File: config.mk
export PLATFORM = sky130hd
export DESIGN_NAME = oc8051_irq_ctrl
export DESIGN_NICKNAME = d
export VERILOG_FILES = /design/src/rtl/oc8051_irq_ctrl.sv
export SDC_FILE = /design/constraint.sdc
export NUM_CORES = 1
export LEC_CHECK = 0
export ABC_CLOCK_PERIOD_IN_PS = 1800
export BUFFER_PORTS_ARGS = -buffer_cell sky130_fd_sc_hd__buf_2
export CAP_MARGIN = 20
export CORE_MARGIN = 2
export CORE_UTILIZATION = 47
export DETAILED_ROUTE_END_ITERATION = 16
export GPL_TIMING_DRIVEN = 0
export PLACE_DENSITY = 0.84
export SLEW_MARGIN = 20
export SYNTH_ARGS = -nofsm -noshare
export SYNTH_HDL_FRONTEND = slang
export SYNTH_SLANG_ARGS = --single-unit
File: constraint.sdc
create_clock -name clk -period 1.8 [get_ports clk]
set_input_delay 0.18 -clock clk [delete_from_list [all_inputs] [get_ports clk]]
set_output_delay 0.18 -clock clk [all_outputs]
set_load 0.1 [all_outputs]
File: src/rtl/oc8051_irq_ctrl.sv
// Two-level 8051 interrupt controller: IE/IP SFRs, external pin synchronisers,
// priority arbitration and the request/acknowledge handshake with the core.
module oc8051_irq_ctrl #(
  parameter int SYNC_STAGES = 2,
  parameter int VEC_STRIDE  = 8
) (
  input  logic       clk,
  input  logic       rst_n,
  input  logic [7:0] wr_addr,
  input  logic [7:0] rd_addr,
  input  logic [7:0] data_in,
  input  logic       bit_in,
  input  logic       wr,
  input  logic       wr_bit,
  input  logic       int0_n,
  input  logic       int1_n,
  input  logic       it0,
  input  logic       it1,
  input  logic       tf0,
  input  logic       tf1,
  input  logic       ri,
  input  logic       ti,
  input  logic       ack,
  input  logic       reti,
  output logic [7:0] data_out,
  output logic       int_req,
  output logic [7:0] int_vec,
  output logic       ie0,
  output logic       ie1,
  output logic       tf0_clr,
  output logic       tf1_clr,
  output logic [1:0] in_service
);

  typedef enum logic {IDLE, REQ} state_t;

  localparam logic [7:0] IE_ADDR = 8'hA8;
  localparam logic [7:0] IP_ADDR = 8'hB8;
  localparam logic [7:0] IE_MASK = 8'h9F;
  localparam logic [7:0] IP_MASK = 8'h1F;

  // ---------------------------------------------------------------- SFRs
  logic [7:0] ie_q, ip_q, ie_next, ip_next;
  logic       byte_wr, bit_wr;

  assign byte_wr = wr & ~wr_bit;
  assign bit_wr  = wr & wr_bit;

  always_comb begin
    // NOTE: every variable gets a default first, so no path can infer a latch.
    ie_next = ie_q;
    ip_next = ip_q;
    if (byte_wr && wr_addr == IE_ADDR)
      ie_next = data_in;
    else if (bit_wr && wr_addr[7:3] == IE_ADDR[7:3])
      ie_next[wr_addr[2:0]] = bit_in;
    if (byte_wr && wr_addr == IP_ADDR)
      ip_next = data_in;
    else if (bit_wr && wr_addr[7:3] == IP_ADDR[7:3])
      ip_next[wr_addr[2:0]] = bit_in;
    ie_next = ie_next & IE_MASK;
    ip_next = ip_next & IP_MASK;
  end

  always_ff @(posedge clk or negedge rst_n) begin
    if (!rst_n) begin
      ie_q <= 8'h00;
      ip_q <= 8'h00;
    end else begin
      // NOTE: sequential state uses non-blocking assignment so all flops update together.
      ie_q <= ie_next;
      ip_q <= ip_next;
    end
  end

  // Registered read port; a byte write to the address being read is forwarded.
  always_ff @(posedge clk or negedge rst_n) begin
    if (!rst_n) begin
      data_out <= 8'h00;
    end else if (byte_wr && wr_addr == rd_addr &&
                 (rd_addr == IE_ADDR || rd_addr == IP_ADDR)) begin
      data_out <= data_in;
    end else begin
      case (rd_addr)
        IE_ADDR: data_out <= ie_q;
        IP_ADDR: data_out <= ip_q;
        default: data_out <= 8'h00;
      endcase
    end
  end

  // ------------------------------------------------- pin synchronisers
  logic [SYNC_STAGES-1:0] sync0_q, sync1_q;
  logic                   int0_s, int1_s, int0_s_d, int1_s_d;

  assign int0_s = sync0_q[SYNC_STAGES-1];
  assign int1_s = sync1_q[SYNC_STAGES-1];

  always_ff @(posedge clk or negedge rst_n) begin
    if (!rst_n) begin
      sync0_q  <= '1;
      sync1_q  <= '1;
      int0_s_d <= 1'b1;
      int1_s_d <= 1'b1;
    end else begin
      sync0_q  <= {sync0_q[SYNC_STAGES-2:0], int0_n};
      sync1_q  <= {sync1_q[SYNC_STAGES-2:0], int1_n};
      int0_s_d <= int0_s;
      int1_s_d <= int1_s;
    end
  end

  // ---------------------------------------------------------- arbiter
  state_t     state_q;
  logic [2:0] req_idx_q, win_idx;
  logic       req_lvl_q, win_lvl;
  logic [4:0] src, pend, elig, hi_elig, pick;
  logic       allow_hi, allow_lo, ack_take;

  assign ack_take = (state_q == REQ) && ack;
  assign src      = {ri | ti, tf1, ie1, tf0, ie0};
  assign pend     = src & ie_q[4:0] & {5{ie_q[7]}};
  assign allow_hi = ~in_service[1];
  assign allow_lo = (in_service == 2'b00);
  assign elig     = pend & ((ip_q[4:0] & {5{allow_hi}}) | (~ip_q[4:0] & {5{allow_lo}}));
  assign hi_elig  = elig & ip_q[4:0];
  assign pick     = (|hi_elig) ? hi_elig : elig;
  assign win_lvl  = |hi_elig;

  always_comb begin
    win_idx = 3'd0;
    for (int i = 4; i >= 0; i--)
      if (pick[i]) win_idx = 3'(i);
  end

  function automatic logic [7:0] vec_of(input logic [2:0] idx);
    return 8'h03 + 8'(VEC_STRIDE) * {5'b0, idx};
  endfunction

  // Edge flags set on a synchronised falling edge and clear when their vector
  // is acknowledged; in level mode they simply follow the inverted pin.
  always_ff @(posedge clk or negedge rst_n) begin
    if (!rst_n) begin
      ie0 <= 1'b0;
      ie1 <= 1'b0;
    end else begin
      if (it0) begin
        if (int0_s_d && !int0_s)                ie0 <= 1'b1;
        else if (ack_take && req_idx_q == 3'd0) ie0 <= 1'b0;
      end else begin
        ie0 <= ~int0_s;
      end
      if (it1) begin
        if (int1_s_d && !int1_s)                ie1 <= 1'b1;
        else if (ack_take && req_idx_q == 3'd2) ie1 <= 1'b0;
      end else begin
        ie1 <= ~int1_s;
      end
    end
  end

  // -------------------------------------------------------------- FSM
  always_ff @(posedge clk or negedge rst_n) begin
    if (!rst_n) begin
      state_q   <= IDLE;
      int_req   <= 1'b0;
      int_vec   <= 8'h00;
      req_idx_q <= 3'd0;
      req_lvl_q <= 1'b0;
      tf0_clr   <= 1'b0;
      tf1_clr   <= 1'b0;
    end else begin
      tf0_clr <= 1'b0;
      tf1_clr <= 1'b0;
      case (state_q)
        IDLE: begin
          if (|elig) begin
            state_q   <= REQ;
            int_req   <= 1'b1;
            int_vec   <= vec_of(win_idx);
            req_idx_q <= win_idx;
            req_lvl_q <= win_lvl;
          end
        end
        REQ: begin
          // No preemption here: a better source waits until this one is acked.
          if (ack) begin
            state_q <= IDLE;
            int_req <= 1'b0;
            tf0_clr <= (req_idx_q == 3'd1);
            tf1_clr <= (req_idx_q == 3'd3);
          end else if (!pend[req_idx_q]) begin
            state_q <= IDLE;
            int_req <= 1'b0;
          end
        end
        default: state_q <= IDLE;
      endcase
    end
  end

  // reti retires the highest active level seen before this edge; an
  // acknowledge in the same cycle still marks its own level.
  logic [1:0] isv_next;

  always_comb begin
    isv_next = in_service;
    if (reti) begin
      if (in_service[1])      isv_next[1] = 1'b0;
      else if (in_service[0]) isv_next[0] = 1'b0;
    end
    if (ack_take) isv_next[req_lvl_q] = 1'b1;
  end

  always_ff @(posedge clk or negedge rst_n) begin
    if (!rst_n) in_service <= 2'b00;
    else        in_service <= isv_next;
  end

endmodule

Yosys cells after proc, flatten, opt, wreduce, memory -nomap -nowiden
Cells that the tools add are included.
{ "word_totals": {"inputBits": 39, "word_cells": 119, "out_inout_bits": 23, "register_bits": 45} }
{ "classes": {"reduce_logical": 24, "add_sub_neg": 1, "bitwise": 17, "magnitude_cmp": 5, "mux": 41, "eq_ne": 14} }
{ "op_table": {"columns": ["cell", "n"], "rows": [
  ["$eq 8x8->1 const B", 4],
  ["$and 5x5->5", 6],
  ["$mux 8", 3],
  ["$mux 1", 20],
  ["$bwmux 8", 2],
  ["$pmux 8 s2", 1],
  ["$mux 3", 5],
  ["$mux 5", 3],
  ["$logic_and 1x1->1", 13],
  ["$eq 5x5->1 const B", 2],
  ["$reduce_or 5->1", 2],
  ["$eq 8x8->1", 1],
  ["$lt 3x4->1 const B", 2],
  ["$add 2x6->7 const A", 1],
  ["$eq 3x2->1 const B", 2],
  ["$ne 3x1->1 const B", 2],
  ["$not 1->1", 5],
  ["$not 5->5", 1],
  ["$or 5x5->5", 1],
  ["$mux 2", 2],
  ["$pmux 1 s2", 2],
  ["$reduce_and 2->1", 2],
  ["$reduce_bool 2->1", 2],
  ["$bmux 1 s3", 1],
  ["other kinds (15)", 17]
]} }

Logic depth before layout (Yosys ltp)
{ "logic_depth": {"word_depth": 13, "mapped_depth": 6, "mapped_depth_nobuf": 5} }

Least setup slack after synthesis
Ideal clock, no wire load.
{ "synth_path": {"path_kind": "flip-flop to flip-flop", "startpoint": "reg in_service[1]", "endpoint": "reg int_req", "stages_incl_launch_ff": 6, "path_slack_ns": -0.526, "setup_ns": 0.120, "period_less_slack_ns": 2.326, "n_path_buf": 0, "t_arrival_ns": 2.206, "cell_sequence": "dfrtp_1 -> and4b_1 -> o2bb2ai_1 -> or3_1 -> o31a_1 -> a31o_2"} }
{ "synth_via": {"elab_chain_len": 7, "word_cells_on_any_way": 9} }
{ "synth_lines": {"columns": ["element", "line_no", "text"], "rows": [
  ["start, declared", "32", "output logic [1:0] in_service"],
  ["start signal, assigned", "217", "else in_service <= isv_next;"],
  ["$logic_not 2->1 or $not 1->1 (tied branches)", "124, 123", null],
  ["$and 5x5->5", "125", "assign elig = pend & ((ip_q[4:0] & {5{allow_hi}}) | (~ip_q[4:0] & {5{allow_lo}}));"],
  ["$or 5x5->5 (*)", "125", null],
  ["$and 5x5->5 (*)", "125", null],
  ["$reduce_or 5->1 (*)", "177", "if (|elig) begin"],
  ["$ne 2x2->1 (no line) (*)", null, null],
  ["$reduce_and 2->1 (no line) (*)", null, null],
  ["end signal, assigned", "179", "int_req <= 1'b1;"],
  ["end signal, assigned", "189", "int_req <= 1'b0;"],
  ["end signal, assigned", "194", "int_req <= 1'b0;"],
  ["end, declared", "26", "output logic int_req,"]
]} }
Every way passes the cells marked *; elsewhere a longest branch is shown, timed or not.
A chain may end at the register's enable or synchronous reset.

Worst setup path in the final report
{ "layout_path": {"startpoint": "reg ie_q[7]", "endpoint": "reg req_idx_q[0]"} }
{ "layout_via": {"elab_chain_len": 9, "word_cells_on_any_way": 11} }
{ "layout_lines": {"columns": ["element", "line_no", "text"], "rows": [
  ["start, declared", "43", "logic [7:0] ie_q, ip_q, ie_next, ip_next;"],
  ["start signal, assigned", "71", "ie_q <= ie_next;"],
  ["$and 5x5->5 (*)", "122", "assign pend = src & ie_q[4:0] & {5{ie_q[7]}};"],
  ["$and 5x5->5 (*)", "125", null],
  ["$and 5x5->5", "126", "assign hi_elig = elig & ip_q[4:0];"],
  ["$reduce_or 5->1", "127", "assign pick = (|hi_elig) ? hi_elig : elig;"],
  ["$mux 5", "127", null],
  ["$mux 3 (4 in a row)", "133", "if (pick[i]) win_idx = 3'(i);"],
  ["end signal, assigned", "181", "req_idx_q <= win_idx;"],
  ["end, declared", "115", "logic [2:0] req_idx_q, win_idx;"]
]} }
Marked as above.

==> summary.txt <==
Status = finished, violations left
Violated checks = negative setup slack
Port bufs = 54
PnR Total Power = 0.00224 W
Synth top area cells = dfrtp_1, dfstp_2, mux2i_1
P&R area growth vs syn = 29.3%
Non-Filler Instances = 349
F_max = 0.507 GHz
Worst slew margin = 44.8%
Synth Instances = 227
First-pass GRT wire length = 8.80 mm
Sequential Area = 976 µm²
Drt pass-1 iters = 4
Yosys synthesis warning count = 0
Placed Area = 2570 µm²
H-tree depth = 2
CTS clk-pin slew, worst paths = 70 ps
Seq cells post-synth = 38
Drt total wl = 5.54 mm
Worst path arrival time = 2180 ps
Final Skew = 8.26 ps
Post-layout util = 63.7%
Netlist cell types = 51
Total gr overflow = 0
Root Buffer = clkbuf_8
Synthesized cell area = 2160 µm²
CTS tree = built
Final antenna-violating net count = 0
Max Slew Vio Count = 0
DRC viols = 0
Max Cap Viol = 0
# setup viols final = 3
Post-synthesis sequential area ratio = 44.4%
EDFF count, synth = 0
Die Area = 5150 µm²
Final TNS setup = -236 ps
Core area = 4380 µm²
Worst-path maximum fanout = 7
Final Hold Viols = 0
Initial core utilization = 49.3%
CP Capture Type = flop
PwrDens = 803 nW/µm²
Avg Inst Size Synth = 9.51 µm²
Final Cell Area = 2790 µm²
Nets = 335
Global-route usage over all layers = 22.1%
Vias in the first global route = 1884
Post-synth ARST share = 100%
Share of layout cells above drive strength 1 = 36.4%
Skew-Pair Late Insertion Delay = 290 ps
Pin count of the biggest net entering global routing = 39
CP Data Required Time = 2000 ps
Inst Count DP = 335
Final period utilization = 110%
Via count = 2003
Minimum clock period = 1970 ps
Diodes inserted = 0
Total I/O pin count = 62
Fillers = 367
Worst setup margin = -173 ps
Die H = 71.8 µm
Inserted Clock Buffers = 5
Main flop type after synthesis = dfrtp_1
Setup CP Type = flop to flop
Startpoint Class = flop
Chip width = 71.8 µm
Iter 0 DRT Violations = 130
Clock Sinks = 38
Clk buf depth = 2
Least-Margin Pin Slew = 828 ps
Drt via density = 5.74
Post-synth top area cell = dfrtp_1
Hold crit path type = primary input to flop
Avg WL per Cell = 15.9 µm
Initial antenna violation count = 0
RSZ-0062 raised after global routing = true
Std-Cell Rows = 24
Post-DP HPWL = 3.71 mm
VDD IR max = 562 µV
Pleak = 1.32 nW
Synth top area share = 37.1%
Footprint of the multi-input gates = 1190 µm²
Routability Congestion = 0.853
==> routing by layer <==
| metal | global-route usage, % | routed length, µm | up-vias |
|---|---|---|---|
| li1 | - | - | 955 |
| met1 | 30.1 | 2420 | 974 |
| met2 | 34.6 | 2710 | 62 |
| met3 | 5.34 | 301 | 12 |
| met4 | 7.55 | 106 | 0 |
| met5 | 0 | 0 | - |
==> stage by stage <==
stage / hold WS, ps / worst slack [ps]
finish: 90.4 / -173
global route: 97.1 / -229
CTS: 90.9 / -20.7
detailed placement: 287 / -87.6
global placement: 285 / -85.3
floorplan: -116 / -134
==> layout by cell type, fill, tap and decap left out, types with 5 or more instances in the layout <==
master / count
a21oi_1: 10
buf_2: 54
buf_4: 9
clkbuf_1: 5
clkbuf_8: 9
dfrtp_1: 26
dfstp_2: 6
inv_1: 11
mux2_2: 6
mux2i_1: 10
nand2_1: 16
nand3_1: 7
nor2_1: 20
nor2b_1: 5
nor3_1: 6
nor4_1: 5
o21ai_0: 9
xor2_1: 8
==> critical path: stages, from the launching register on <==
cell and delay [ps]:
dfrtp_2 460, and4b_1 270, a2bb2oi_2 390, a31oi_1 190, or3_1 370, a31oi_1 200
==> sequential cells by signal (all words and copies together), names as in the netlist, 2 cells and up <==
name,cells
in_service,2
data_out,8
sync0_q,2
ie_q,6
sync1_q,2
req_idx_q,3
ip_q,5
==> power by group <==
group | total (W) | switching (W) | internal, W
Combinational | 0.000570 | 0.000426 | 0.000144
Clock | 0.000681 | 0.000294 | 0.000387
Sequential | 0.000990 | 0.0000711 | 0.000919
Total | 0.00224 | 0.000791 | 0.00145
==> synth_stat cells (2+ instances only) <==
cell	number
buf_4	4
dfstp_2	6
nor2_1	20
mux2_2	6
o2bb2ai_1	2
and2_1	2
a21oi_1	11
and3_1	2
a31oi_1	5
nand3_1	7
nor4_1	5
nand2_1	16
mux2i_1	10
or3_1	5
nor3b_1	4
a31o_2	3
nor2b_1	5
inv_1	11
dfrtp_1	32
and4b_1	2
nor3_1	6
nand4b_1	4
xor2_1	8
clkbuf_1	8
o22ai_1	3
o21ai_0	10
nand2b_1	3
a22oi_1	4
==> cells by family (layout without fill, tap and decap cells) <==
| logic type | count (synthesis) | after routing | share of synthesized area, % |
|---|---|---|---|
| simple gates | 90 | 90 | 23.4 |
| other cells | 1 | 3 | 0.174 |
| compound gates | 50 | 50 | 15.8 |
| buf+inv | 24 | 92 | 5.21 |
| xor+xnor | 8 | 8 | 3.24 |
| flops | 38 | 38 | 44.4 |
| mux | 16 | 16 | 7.76 |
==> cell type report <==
class / instances / area share [%]
multi-input combinational: 167 / 42.6
timing repair buffer: 62 / 12.1
sequential: 38 / 34.9
clock buffer: 8 / 3.94
tap: 52 / 2.33
buffer: 11 / 2.64
inverter: 11 / 1.48
==> path summary, 6_finish.rpt <==
check | from | to | slack (ps) | cells after the start
min in group asynchronous | rst_n | in_service[0] | 520 | 2
max in group asynchronous | rst_n | ie1 | 660 | 2
hold reg to reg | sync0_q[0] | sync0_q[1] | 360 | 0
setup reg to reg | ie_q[7] | req_idx_q[0] | -170 | 5
setup / recovery | ie_q[7] | req_idx_q[0] | -170 | 5
hold / removal | data_in[6] | data_out[6] | 90 | 2
==> what timing repair did <==
item | 4_1_cts | 5_1_grt
resized for setup | 6 | 4
endpoints found under the hold margin | 11 | 0
hold buffers | 3 | 0
buffers inserted | 5 | 0
setup endpoints to repair | 7 | 7
pin swaps | 2 | 2
gates cloned | 0 | 0
(Power assumes the default switching activity.)
